### config.mk
export PLATFORM = sky130hd
export DESIGN_NAME = efuse_macro_emu
export DESIGN_NICKNAME = d
export VERILOG_FILES = /design/src/rtl/efuse_macro_emu.sv
export SDC_FILE = /design/constraint.sdc
export NUM_CORES = 1
export LEC_CHECK = 0
export ABC_AREA = 1
export BUFFER_PORTS_ARGS = -buffer_cell sky130_fd_sc_hd__clkbuf_2
export CORE_UTILIZATION = 38
export CTS_CLUSTER_DIAMETER = 100
export CTS_CLUSTER_SIZE = 30
export DETAILED_ROUTE_END_ITERATION = 6
export SYNTH_ARGS = -nofsm -noshare
export SYNTH_HDL_FRONTEND = slang
export SYNTH_SLANG_ARGS = --single-unit
### constraint.sdc
create_clock -name clk -period 17.49 [get_ports clk]
set_input_delay 5.247 -clock clk [delete_from_list [all_inputs] [get_ports clk]]
set_output_delay 5.247 -clock clk [all_outputs]
set_load 0.01 [all_outputs]
### src/rtl/efuse_macro_emu.sv
// efuse_macro_emu: behavioural stand-in for the 256-bit one-time-programmable
// eFuse macro. It answers the controller's pgmen/rden/aen/addr strobes, holds
// the fuse array, and flags strobes that would be illegal on the real macro.
//
// Strobe protocol: the controller raises exactly one mode enable (rden or
// pgmen) while aen is low, then holds aen high for W edges with the address
// valid on the first of them. The first edge that samples aen low commits the
// operation. The enable must stay high until that commit edge. Raising both
// enables, dropping the enable mid-strobe, or a strobe shorter than the mode
// minimum is reported through the sticky error flags instead.
module efuse_macro_emu #(
    parameter logic [255:0] INIT     = 256'h0,
    parameter int           TRD_MIN  = 2,
    parameter int           TPGM_MIN = 10
) (
    input  logic       clk,
    input  logic       rst,
    input  logic       efuse_pgmen_i,
    input  logic       efuse_rden_i,
    input  logic       efuse_aen_i,
    input  logic [7:0] efuse_addr_i,
    output logic [7:0] efuse_rdata_o,
    output logic [8:0] prog_cnt,
    output logic       err_timing,
    output logic       err_mode,
    output logic       err_addr,
    input  logic       err_clr,
    output logic [2:0] dbg_state
);

    localparam logic [2:0] S_IDLE   = 3'd0;
    localparam logic [2:0] S_RD_ARM = 3'd1;
    localparam logic [2:0] S_RD_STB = 3'd2;
    localparam logic [2:0] S_PG_ARM = 3'd3;
    localparam logic [2:0] S_PG_STB = 3'd4;

    localparam logic [9:0] CNT_MAX     = 10'd1023;
    localparam logic [9:0] TRD_MIN_C   = TRD_MIN[9:0];
    localparam logic [9:0] TPGM_MIN_C  = TPGM_MIN[9:0];

    logic [2:0]   state_q, state_d;
    logic         lock_q, lock_d;    // set by a mode conflict, held until both enables are low
    logic [9:0]   cnt_q, cnt_d;      // aen-high edges seen in the current strobe
    logic [7:0]   addr_q, addr_d;    // address captured on the first strobe edge
    logic [255:0] fuse_q;

    logic conflict;
    logic rd_commit, pg_commit, abort_evt;
    logic rd_ok, pg_ok, addr_bad;
    logic [7:0] rd_byte;

    assign conflict  = efuse_pgmen_i & efuse_rden_i;
    assign rd_ok     = (cnt_q >= TRD_MIN_C);
    assign pg_ok     = (cnt_q >= TPGM_MIN_C);
    assign addr_bad  = |addr_q[7:5];
    assign rd_byte   = fuse_q[{addr_q[4:0], 3'b000} +: 8];
    assign dbg_state = state_q;

    // Next-state decode: mode arming, strobe counting, commit and abort detection.
    always_comb begin
        state_d   = state_q;
        lock_d    = lock_q;
        cnt_d     = cnt_q;
        addr_d    = addr_q;
        rd_commit = 1'b0;
        pg_commit = 1'b0;
        abort_evt = 1'b0;
        if (conflict) begin
            state_d = S_IDLE;
            lock_d  = 1'b1;
            cnt_d   = 10'd0;
        end else begin
            case (state_q)
                S_IDLE: begin
                    if (!efuse_pgmen_i && !efuse_rden_i) begin
                        lock_d = 1'b0;
                    end else if (!lock_q && !efuse_aen_i) begin
                        state_d = efuse_rden_i ? S_RD_ARM : S_PG_ARM;
                    end
                end
                S_RD_ARM: begin
                    if (!efuse_rden_i) begin
                        state_d = S_IDLE;
                    end else if (efuse_aen_i) begin
                        state_d = S_RD_STB;
                        cnt_d   = 10'd1;
                        addr_d  = efuse_addr_i;
                    end
                end
                S_RD_STB: begin
                    if (!efuse_rden_i) begin
                        state_d   = S_IDLE;
                        cnt_d     = 10'd0;
                        abort_evt = 1'b1;
                    end else if (efuse_aen_i) begin
                        cnt_d = (cnt_q == CNT_MAX) ? cnt_q : cnt_q + 10'd1;
                    end else begin
                        state_d   = S_RD_ARM;
                        cnt_d     = 10'd0;
                        rd_commit = 1'b1;
                    end
                end
                S_PG_ARM: begin
                    if (!efuse_pgmen_i) begin
                        state_d = S_IDLE;
                    end else if (efuse_aen_i) begin
                        state_d = S_PG_STB;
                        cnt_d   = 10'd1;
                        addr_d  = efuse_addr_i;
                    end
                end
                S_PG_STB: begin
                    if (!efuse_pgmen_i) begin
                        state_d   = S_IDLE;
                        cnt_d     = 10'd0;
                        abort_evt = 1'b1;
                    end else if (efuse_aen_i) begin
                        cnt_d = (cnt_q == CNT_MAX) ? cnt_q : cnt_q + 10'd1;
                    end else begin
                        state_d   = S_PG_ARM;
                        cnt_d     = 10'd0;
                        pg_commit = 1'b1;
                    end
                end
                default: begin
                    state_d = S_IDLE;
                    cnt_d   = 10'd0;
                end
            endcase
        end
    end

    // FSM, strobe counter and captured address registers.
    always_ff @(posedge clk or posedge rst) begin
        if (rst) begin
            state_q <= S_IDLE;
            lock_q  <= 1'b0;
            cnt_q   <= 10'd0;
            addr_q  <= 8'h00;
        end else begin
            state_q <= state_d;
            lock_q  <= lock_d;
            cnt_q   <= cnt_d;
            addr_q  <= addr_d;
        end
    end

    // Fuse array, read data and blown-fuse counter, all updated on commit edges.
    always_ff @(posedge clk or posedge rst) begin
        if (rst) begin
            fuse_q        <= INIT;
            efuse_rdata_o <= 8'h00;
            prog_cnt      <= 9'd0;
        end else begin
            if (rd_commit && rd_ok) begin
                efuse_rdata_o <= addr_bad ? 8'h00 : rd_byte;
            end
            if (pg_commit && pg_ok && !fuse_q[addr_q]) begin
                fuse_q[addr_q] <= 1'b1;
                prog_cnt       <= prog_cnt + 9'd1;
            end
        end
    end

    // Sticky error flags; a new event outranks a simultaneous clear.
    always_ff @(posedge clk or posedge rst) begin
        if (rst) begin
            err_timing <= 1'b0;
            err_mode   <= 1'b0;
            err_addr   <= 1'b0;
        end else begin
            err_timing <= abort_evt | (rd_commit & ~rd_ok) | (pg_commit & ~pg_ok)
                          | (err_timing & ~err_clr);
            err_mode   <= conflict | (err_mode & ~err_clr);
            err_addr   <= (rd_commit & addr_bad) | (err_addr & ~err_clr);
        end
    end

endmodule

# Word-level counts from Yosys, hierarchy flattened
# Index checks and enable logic that the tools add are counted.
dict set report op_classes {
  reduce_logical 20
  add_sub_neg 2
  shifts 1
  n_lt_le_gt_ge 4
  bitwise 17
  eq_ne 16
  muxes 45
}
# op n
set ops {}
lappend ops {{256-bit OR} 1}
lappend ops {{256-bit by 9-bit indexed part select with 8-bit output} 1}
lappend ops {{10-bit 2-to-1 mux} 8}
lappend ops {{10-bit one-hot mux with 5 select lines} 1}
lappend ops {{3-bit 2-to-1 mux} 11}
lappend ops {{8-bit 2-to-1 mux} 4}
lappend ops {{4-bit inequality test, second input constant} 4}
lappend ops {{8-bit one-hot mux with 2 select lines} 1}
lappend ops {{1-bit 2-to-1 mux} 15}
lappend ops {{3-bit one-hot mux with 5 select lines} 1}
lappend ops {{3-bit inequality test, second input constant} 4}
lappend ops {{10-bit by 1-bit adder with 10-bit output, second input constant} 1}
lappend ops {{10-bit == test, second input constant} 1}
lappend ops {{10-bit by 2-bit greater-or-equal comparator with 1-bit output, second input constant} 1}
lappend ops {{10-bit by 4-bit greater-or-equal comparator with 1-bit output, second input constant} 1}
lappend ops {{9-bit by 1-bit adder with 9-bit output, second input constant} 1}
lappend ops {{8-bit by 9-bit < comparator with 1-bit output, second input constant} 1}
lappend ops {{1-bit binary-select mux with 8-bit select} 1}
lappend ops {{1-bit demux with 8-bit select} 1}
lappend ops {{8-bit by 1-bit greater-or-equal comparator with 1-bit output, second input constant} 1}
lappend ops {{1-bit AND} 7}
lappend ops {{3-bit by 2-bit == test with 1-bit output, second input constant} 2}
lappend ops {{1-bit logical AND} 6}
lappend ops {{2-bit inequality test, second input constant} 3}
lappend ops {{other kinds (14)} 27}
dict set report totals {
  out_inout_bits 23
  elab_cells 115
  ff_bits 298
  in_bits 14
}

# Longest topological paths before layout
# Gate-level depths: netlist of run 1.
dict set report logic_depth {
  depth_word 8
  depth_mapped 21
  ltp_nobuf 16
}

# Worst setup path before layout of run 1
# No wires, ideal clock.
dict set report synth_timing {
  path_type {input -> register}
  from {input port efuse_pgmen_i}
  to {register efuse_rdata_o[6]}
  setup_time_ns 0.083
  required_time_ns 17.407
  path_stages 8
  n_path_buf 0
  setup_slack_ns 10.513
  arrival_ns 6.894
  cell_sequence {ha_1 > nor3_1 > inv_1 > nor3_1 > clkinv_1 > nor3_1 > o21ai_0 > o21ai_0}
}
dict set report synth_via {
  elab_chain_cells 3
}
# element line_no
set synth_rtl {}
lappend synth_rtl {{start, declared} 18} ;# input logic efuse_pgmen_i,
lappend synth_rtl {{1-bit AND} 52} ;# assign conflict = efuse_pgmen_i & efuse_rden_i;
lappend synth_rtl {{1-bit 2-to-1 mux} 68} ;# if (conflict) begin
lappend synth_rtl {{1-bit logical AND} 155} ;# if (rd_commit && rd_ok) begin
lappend synth_rtl {{end signal, assigned} 156} ;# efuse_rdata_o <= addr_bad ? 8'h00 : rd_byte;
lappend synth_rtl {{end, declared} 22} ;# output logic [7:0] efuse_rdata_o,
# No other way between the ends.
# A chain may end at the register's enable or synchronous reset.

# Worst setup path after layout of run 1
dict set report layout_timing {
  from {input port efuse_pgmen_i}
  to {register fuse_q[39]}
}
dict set report layout_via {
  elab_chain_cells 5
  elab_cells_between_ends 6
  cone_classes {3 x mux; 1 x bitwise; 2 x reduce/logical}
}
# element line_no
set layout_rtl {}
lappend layout_rtl {{1-bit 2-to-1 mux} 113} ;# if (!efuse_pgmen_i) begin
lappend layout_rtl {{1-bit 2-to-1 mux} 73} ;# case (state_q)
lappend layout_rtl {{1-bit 2-to-1 mux (*)} 68}
lappend layout_rtl {{1-bit logical AND (*) (2 in a row)} 158} ;# if (pg_commit && pg_ok && !fuse_q[addr_q]) begin
lappend layout_rtl {{end signal, assigned} 151} ;# fuse_q <= INIT;
lappend layout_rtl {{end signal, assigned by index} 159} ;# fuse_q[addr_q] <= 1'b1;
lappend layout_rtl {{end, declared} 45} ;# logic [255:0] fuse_q;
# Mark *: on every way between the ends. The rest lies on a longest branch, timed or not.

==> results of run 1 <==
-- area by class of cell --
| class | count | area (sq um) |
|---|---|---|
| Timing Repair Buffer | 58 | 345 |
| Antenna cell | 1 | 2.50 |
| Clock inverter | 7 | 87.6 |
| Multi-Input combinational cell | 1842 | 8160 |
| Inverter | 320 | 1220 |
| Fill cell | 4966 | 27300 |
| Clock buffer | 17 | 393 |
| Tap cell | 600 | 751 |
| Sequential cell | 298 | 7460 |
-- sequential cells by signal, indices dropped and copies added (netlist names), 3 cells and up --
signal	count
efuse_rdata_o	8
fuse_q	256
addr_q	8
prog_cnt	9
cnt_q	10
dbg_state	3
-- metal layers --
| metal | GRT usage | up-vias | wire, microns |
|---|---|---|---|
| met4 | 0.0823 | 0 | 2140 |
| met5 | 0 | - | 0 |
| met1 | 0.380 | 8335 | 27100 |
| met2 | 0.400 | 874 | 27100 |
| li1 | - | 8073 | - |
| met3 | 0.0283 | 114 | 5470 |
-- worst max-delay path, delay by kind of cell --
family / cells / cell delay, ns
simple gates: 5 / 1.31
buf+inv: 6 / 2.10
-- worst paths after layout --
check	end	cells after the start	slack [ns]	start
setup / recovery	fuse_q[39]	11	9.25	efuse_pgmen_i
hold / removal	fuse_q[246]	2	0.46	fuse_q[246]
setup reg to reg	fuse_q[205]	18	11.90	addr_q[0]
hold reg to reg	fuse_q[246]	2	0.46	fuse_q[246]
max in group asynchronous	fuse_q[38]	3	11.10	rst
min in group asynchronous	fuse_q[82]	2	4.87	rst
-- synthesized netlist by cell type, types with 4 or more instances --
cell,n,area (sq um)
nor2_1,365,1370
inv_2,7,26.3
a221oi_1,21,184
nor4_1,4,25.0
xor2_1,9,78.8
o211ai_1,4,30.0
o22ai_1,86,538
clkbuf_1,61,229
buf_2,39,195
buf_1,9,33.8
o21ai_1,21,105
a21oi_1,28,140
o21bai_1,9,67.6
buf_4,50,375
buf_6,6,67.6
nand4_1,7,43.8
nand2_1,826,3100
nand3_1,287,1440
o2111ai_1,11,96.3
dfrtp_1,298,7460
o21ai_0,118,591
inv_1,310,1160
a211oi_1,7,52.6
ha_1,5,62.6
nor3_1,18,90.1
-- metrics by stage --
| step | setup WS, ns | hold slack, ns | instances | power [W] | instance area (sq um) |
|---|---|---|---|---|---|
| global route | 9.08 | 0.487 | 3142 | 0.00294 | 18400 |
| CTS | 9.41 | 0.468 | 3142 | 0.00275 | 18400 |
| floorplan | 4.01 | 0.422 | 2626 | 0.00186 | 17700 |
| detailed placement | 8.87 | 0.440 | 3118 | 0.00231 | 17900 |
| finish | 9.25 | 0.465 | 3143 | 0.00279 | 18400 |
| global placement | 8.96 | 0.437 | 3118 | 0.00232 | 17900 |
-- report_power, final --
part / leakage, nW / internal (W) / total (W) / switching, W
combinational: 6.03 / 0.000364 / 0.00160 / 0.00124
clock: 0.233 / 0.000184 / 0.000436 / 0.000252
sequential: 2.74 / 0.000708 / 0.000754 / 0.0000462
-- kinds of logic after synthesis --
| logic type | count (synthesis) | share of synthesized area |
|---|---|---|
| xor+xnor | 9 | 0.00445 |
| compound gates | 309 | 0.104 |
| buf+inv | 486 | 0.119 |
| fa+ha+maj | 5 | 0.00353 |
| simple gates | 1517 | 0.347 |
| flops | 298 | 0.421 |
| mux | 2 | 0.00120 |
==> results.cfg, run 1 <==
[clocking]
clock_sinks = 298
ctsHoldBuffers = 0
cts_htree_levels = 1
cts_made_buffers = 15
clk_path_buf_depth = 3
cts_resized = 0
clk_latency_ns = 0.54
postCtsSetupBuffers = 0
cts-root-buf = clkbuf_16
clk_pin_slew_worst_paths_ns = 0.11
cts_tree = done

[yosys]
ys_warn_count = 0
synth_top_flop_cell = dfrtp_1
synth_cells = 2626
syn_nets = 2645
synthesis.area_sq_um = 17700
ys_ff_latch = 298
synthArstFlopShare = 1.00
avgSynthCellArea_sq_um = 6.75
ys_types = 38
ys_seq_area_frac = 0.421
synth-edff-count = 0

[floorplanning]
io_pins = 37
rows = 78
start_util = 0.388
fp.dieH_microns = 218
die_area_sq_um = 47500
core_sq_um = 45700
fp.dieW_microns = 218

[pwr]
ir_worst_vdd_v = 0.000312
p_per_area_nw_per_um2 = 152
leakagePower_nw = 9.01

[timing]
setup_viol = 0
worst_pin_slew_ns = 1.17
timing_hold_violations_final = 0
max_clock_freq_mhz = 121
relSlewSlack = 0.219
rsz0062_at_grt = no
fin_tns_setup_ns = 0
slew_viol_final = 0
min_period_over_period = 0.471
fin_skew_ns = 0.0351
min_period_ns = 8.24

[final_layout]
layout_commonest_cell = nand2_1
layout.nets = 2554
synthToLayoutAreaGrowth_pct = 3.99
drive_above_1_share = 0.0413
layout_common_cells = 826 x nand2_1, 363 x nor2_1, 309 x inv_1, 296 x dfrtp_1, 287 x nand3_1
utilization = 0.403

[setup_path]
arrival_ns = 8.71
required_ns = 17.96
path_cells = clkbuf_2 -> inv_1 -> nor2_1 -> inv_1 -> nor4_1 -> inv_1 -> nor2_4 -> buf_4 -> buf_4 -> nand3_1 -> nand2_1
crit_path_top_delay_cell = buf_4
endpoint_kind = flop
path_max_fanout = 102
path_class = in2reg
slowest_delay_ns = 0.84
start_kind = primary input
crit_top_cell = inv_1

[grt]
grt_antenna_before_repair = 0
grt_pass1_wl_microns = 96300
grt_max_degree = 193
grt_pass1_vias = 16400
grt_overflow = 0
track_usage = 0.260

[placed_design]
hpwl_microns = 37300
portBuffers = 36
place_congestion = 0.926

[routing]
drcViolationCount = 0
first_pass_iters = 7
wirelength_microns = 61700
vias = 17400
initialDrtViolationCount = 2214
wire_per_inst_microns = 19.6
ant_nets = 0
via_per_inst = 5.53

[hold_path]
min_path_type = reg2reg

[status]
status = finished, final reports clean

[run]
drv_cap = 0
Note: power is estimated with default switching activity, not from simulation.
==> inputs of run 2 (changes only) <==
==> constraint.sdc (replaced) <==
create_clock -name clk -period 7.7 [get_ports clk]
set_input_delay 2.31 -clock clk [delete_from_list [all_inputs] [get_ports clk]]
set_output_delay 2.31 -clock clk [all_outputs]
set_load 0.01 [all_outputs]
==> run 2 against run 1 <==
Compared with the run above:
- non-clock buffer count is 1 higher
- final area is essentially flat
- die area is the same
- critical endpoint is now prog_cnt[4]
==> results.cfg, run 2 (synthesis gave the netlist of run 1 again) <==
[timing]
timing_hold_violations_final = 0
slew_viol_final = 0
worst_pin_slew_ns = 1.07
fin_tns_setup_ns = 0
setup_viol = 0
max_clock_freq_mhz = 208
setup_ws_ns = 2.88
relSlewSlack = 0.285
min_period_over_period = 0.626
rsz0062_at_grt = no
min_period_ns = 4.82
fin_skew_ns = 0.0389

[setup_path]
timing.rr.start = addr_q[1]
endpoint_kind = flop
crit_top_cell = nand2_1
path_max_fanout = 84
r2r_slack_ns = 2.88
crit_path_top_delay_cell = clkinv_2
reg2reg_depth = 18
path_class = reg2reg
crit_path_start = addr_q[1]
arrival_ns = 5.30
cp-endpoint = prog_cnt[4]
slowest_delay_ns = 0.69
required_ns = 8.18
regToRegEndpoint = prog_cnt[4]
start_kind = flop
path_cells = buf_4 -> clkinv_2 -> buf_4 -> nand2_1 -> nand2_1 -> nand2_1 -> nand2_1 -> nor2_1 -> nor2_1 -> nor2_1 -> nand2_1 -> nand2_1 -> nand2_1 -> nor2_4 -> buf_4 -> buf_4 -> nand3_1 -> nand2_1

[routing]
vias = 17400
drcViolationCount = 0
initialDrtViolationCount = 2101
wirelength_microns = 62200
first_pass_iters = 6
ant_nets = 0
wire_per_inst_microns = 19.8
via_per_inst = 5.55

[grt]
track_usage = 0.262
grt_pass1_wl_microns = 96700
grt_max_degree = 163
grt_pass1_vias = 16600
grt_overflow = 0
grt_antenna_before_repair = 0

[hold_path]
min_path_type = reg2reg
min_path_cells = 2
worstHoldStart = fuse_q[223]

[floorplanning]
core_sq_um = 45700
fp.dieW_microns = 218
start_util = 0.388
fp.dieH_microns = 218
rows = 78
io_pins = 37
die_area_sq_um = 47500

[placed_design]
portBuffers = 36
hpwl_microns = 38100
post-place-ws_ns = 2.64
place_area_sq_um = 18000
place_congestion = 0.915

[final_layout]
layout.nets = 2555
utilization = 0.404
drive_above_1_share = 0.0413
regMostFlops = fuse_q
layout_common_cells = 826 x nand2_1, 363 x nor2_1, 309 x inv_1, 296 x dfrtp_1, 287 x nand3_1
final_area_sq_um = 18400
layout_commonest_cell = nand2_1
synthToLayoutAreaGrowth_pct = 4.04
reg_top3 = fuse_q x256, cnt_q x10, prog_cnt x9
largest_register_ffs = 256

[clocking]
clock_sinks = 298
clk_latency_ns = 0.55
cts-root-buf = clkbuf_16
cts_made_buffers = 15
clk_path_buf_depth = 3
cts_htree_levels = 1
postCtsSetupBuffers = 0
clk_pin_slew_worst_paths_ns = 0.11
ctsHoldBuffers = 0
cts_tree = done
cts_resized = 0

[pwr]
leakagePower_nw = 9.01
ir_worst_vdd_v = 0.000687
p_per_area_nw_per_um2 = 345
design_power_total_w = 0.00636

[status]
status = finished, final reports clean

[run]
drv_cap = 0
-- run 2: worst min-delay path by stage --
stage | endpoint | slack, ns
2_1_floorplan | fuse_q[223] | 0.42
3_3_place_gp | fuse_q[54] | 0.43
3_5_place_dp | fuse_q[223] | 0.44
4_1_cts | fuse_q[223] | 0.46
5_1_grt | fuse_q[84] | 0.49
6_report | fuse_q[223] | 0.46
-- run 2: layer usage --
layer | wire length (microns) | GRT usage
met1 | 26500 | 0.367
met2 | 27400 | 0.403
met3 | 5820 | 0.0421
met4 | 2430 | 0.0986
met5 | 0 | 0
-- run 2: final cells by class --
type	instances	area (sq um)
fill	4883	27200
multi-input combinational	1842	8160
sequential	298	7460
inverter	320	1210
tap	600	751
clock buffer	16	389
timing repair buffer	59	378
clock inverter	6	71.3
antenna	1	2.50
-- run 2: stage by stage --
step / cells / hold WS (ns)
after floorplan: 2626 / 0.422
after global placement: 3119 / 0.434
final: 3142 / 0.464
after CTS: 3141 / 0.463
after global routing: 3141 / 0.488
after detailed placement: 3119 / 0.439
-- run 2: worst max-delay path, delay by kind of cell (launching register included) --
family                 cells  cell delay [ns]
buffers and inverters      5             2.82
AND/OR/NAND/NOR           13             1.43
flip-flops                 1             0.36
-- run 2: power breakdown --
part           internal [W]  leakage (nW)  switching [W]
Clock              0.000389         0.228       0.000586
Combinational      0.000843          6.04        0.00283
Sequential          0.00161          2.74       0.000105
Total               0.00284          9.01        0.00352
==> inputs of run 3 (changes only) <==
==> constraint.sdc (replaced) <==
create_clock -name clk -period 4.2 [get_ports clk]
set_input_delay 1.26 -clock clk [delete_from_list [all_inputs] [get_ports clk]]
set_output_delay 1.26 -clock clk [all_outputs]
set_load 0.01 [all_outputs]
==> run 3 against run 2 <==
Compared with the run above:
- cell count grew 0.95%
- clock power is 82% higher
- non-clock buffer count up 32
- setup slack worse by 2.1 ns
- sequential share of layout area fell by 0.91 points
- clock skew fell by 0.0072 ns
- largest cell class unchanged
- highest routed layer unchanged
==> results.cfg, run 3 (synthesis gave the netlist of run 1 again) <==
[setup_path]
crit_path_top_delay_cell = dfrtp_4
r2r_slack_ns = 0.76
critPathTopFamily = buffers and inverters
path_cells = inv_2 -> buf_4 -> o21ai_0 -> nand2_1 -> nand2_1 -> nand2_1 -> nand2_1 -> nor2_1 -> nor2_1 -> nor2_1 -> nand2_1 -> nand2_1 -> nand2_4 -> inv_8 -> buf_4 -> nand3_1 -> nand2_1
reg2reg_depth = 17
path_buf_inv = 4
path_class = reg2reg
crit_top_cell = nand2_1
slowest_delay_ns = 0.65
timing.rr.start = addr_q[0]
regToRegEndpoint = fuse_q[28]
path_max_fanout = 51
required_ns = 4.67
endpoint_kind = flop
start_kind = flop
arrival_ns = 3.91

[placed_design]
place_congestion = 0.896
place_area_sq_um = 18400
hpwl_microns = 40800
portBuffers = 36

[final_layout]
reg_top3 = fuse_q x256, cnt_q x10, prog_cnt x9
final_area_sq_um = 18900
layout.nets = 2587
layout_common_cells = 826 x nand2_1, 363 x nor2_1, 309 x inv_1, 296 x dfrtp_1, 287 x nand3_1
antenna-diode-count = 0
largest_register_ffs = 256
regMostFlops = fuse_q
drive_above_1_share = 0.0525
utilization = 0.413
synthToLayoutAreaGrowth_pct = 6.42
layout_commonest_cell = nand2_1

[routing]
wire_per_inst_microns = 19.9
ant_nets = 0
via_per_inst = 5.53
initialDrtViolationCount = 2074
drcViolationCount = 0
first_pass_iters = 7
wirelength_microns = 63000
vias = 17500

[grt]
grt_max_degree = 120
grt_antenna_before_repair = 0
grt_pass1_wl_microns = 98300
grt_pass1_vias = 16900
track_usage = 0.266
grt_overflow = 0

[floorplanning]
die_area_sq_um = 47500
rows = 78
fp.dieW_microns = 218
io_pins = 37
fp.dieH_microns = 218
start_util = 0.388
core_sq_um = 45700

[status]
status = finished, final reports clean

[timing]
max_clock_freq_mhz = 291
worst_pin_slew_ns = 1.12
setup_viol = 0
timing_hold_violations_final = 0
slew_viol_final = 0
relSlewSlack = 0.248
min_period_over_period = 0.819
min_period_ns = 3.44
hold_slack_ns = 0.469
rsz0062_at_grt = no
fin_skew_ns = 0.0318

[hold_path]
worstHoldStart = fuse_q[246]
holdPathEnd = fuse_q[246]
min_path_type = reg2reg
min_path_cells = 2

[pwr]
design_power_total_w = 0.0120
p_per_area_nw_per_um2 = 637
leakagePower_nw = 9.22
ir_worst_vdd_v = 0.000504

[clocking]
clock_sinks = 298
cts_made_buffers = 15
cts_resized = 0
clk_path_buf_depth = 3
clk_pin_slew_worst_paths_ns = 0.11
cts_htree_levels = 1
clk_latency_ns = 0.55
postCtsSetupBuffers = 0
ctsHoldBuffers = 0
cts-root-buf = clkbuf_16
cts_tree = done

[run]
drv_cap = 0
run 3: cell types whose count changed in the layout (fill, tap and decap cells not counted), sizes merged:
cell,previous run,this run
buf,23,55
diode,1,0
clkinvlp,1,2
clkinv,7,4
clkbuf,52,51
inv,318,320
run 3: area by class of cell:
cell class,instances,area (sq um)
Tap cell,600,751
Multi-Input combinational cell,1842,8160
Inverter,320,1210
Clock buffer,15,375
Fill cell,4921,26800
Clock inverter,6,73.8
Sequential cell,298,7460
Timing Repair Buffer,91,818
run 3: layer usage:
layer | up-vias | wire [microns] | track usage
li1 | 8128 | - | -
met1 | 8412 | 26900 | 0.371
met2 | 856 | 27900 | 0.410
met3 | 140 | 5590 | 0.0459
met4 | 0 | 2570 | 0.102
met5 | - | 0 | 0
run 3: worst min-delay path: stages (launching register included):
cell     delay, ns
dfrtp_1       0.34
inv_1         0.05
nand2_1       0.06
run 3: how the worst max path moves through the flow:
stage,from,endpoint,slack (ns),cells past startpoint
6_report,addr_q[0],fuse_q[28],0.76,17
5_1_grt,addr_q[0],fuse_q[13],0.63,17
4_1_cts,addr_q[0],fuse_q[28],0.86,17
3_5_place_dp,efuse_pgmen_i,efuse_rdata_o[6],0.85,10
3_3_place_gp,efuse_pgmen_i,fuse_q[28],0.82,12
2_1_floorplan,rst,addr_q[0],-1.02,1
run 3: per-stage QoR:
step	setup TNS, ns	worst slack, ns	instances
detailed placement	0	0.846	3151
finish	0	0.758	3172
CTS	0	0.860	3172
floorplan	-303.69	-1.02	2626
global placement	0	0.821	3151
global route	0	0.629	3172
run 3: power by group:
part	switching (W)	total, W	internal (W)
Sequential	0.000178	0.00313	0.00295
Clock	0.00108	0.00177	0.000697
Combinational	0.00526	0.00711	0.00185
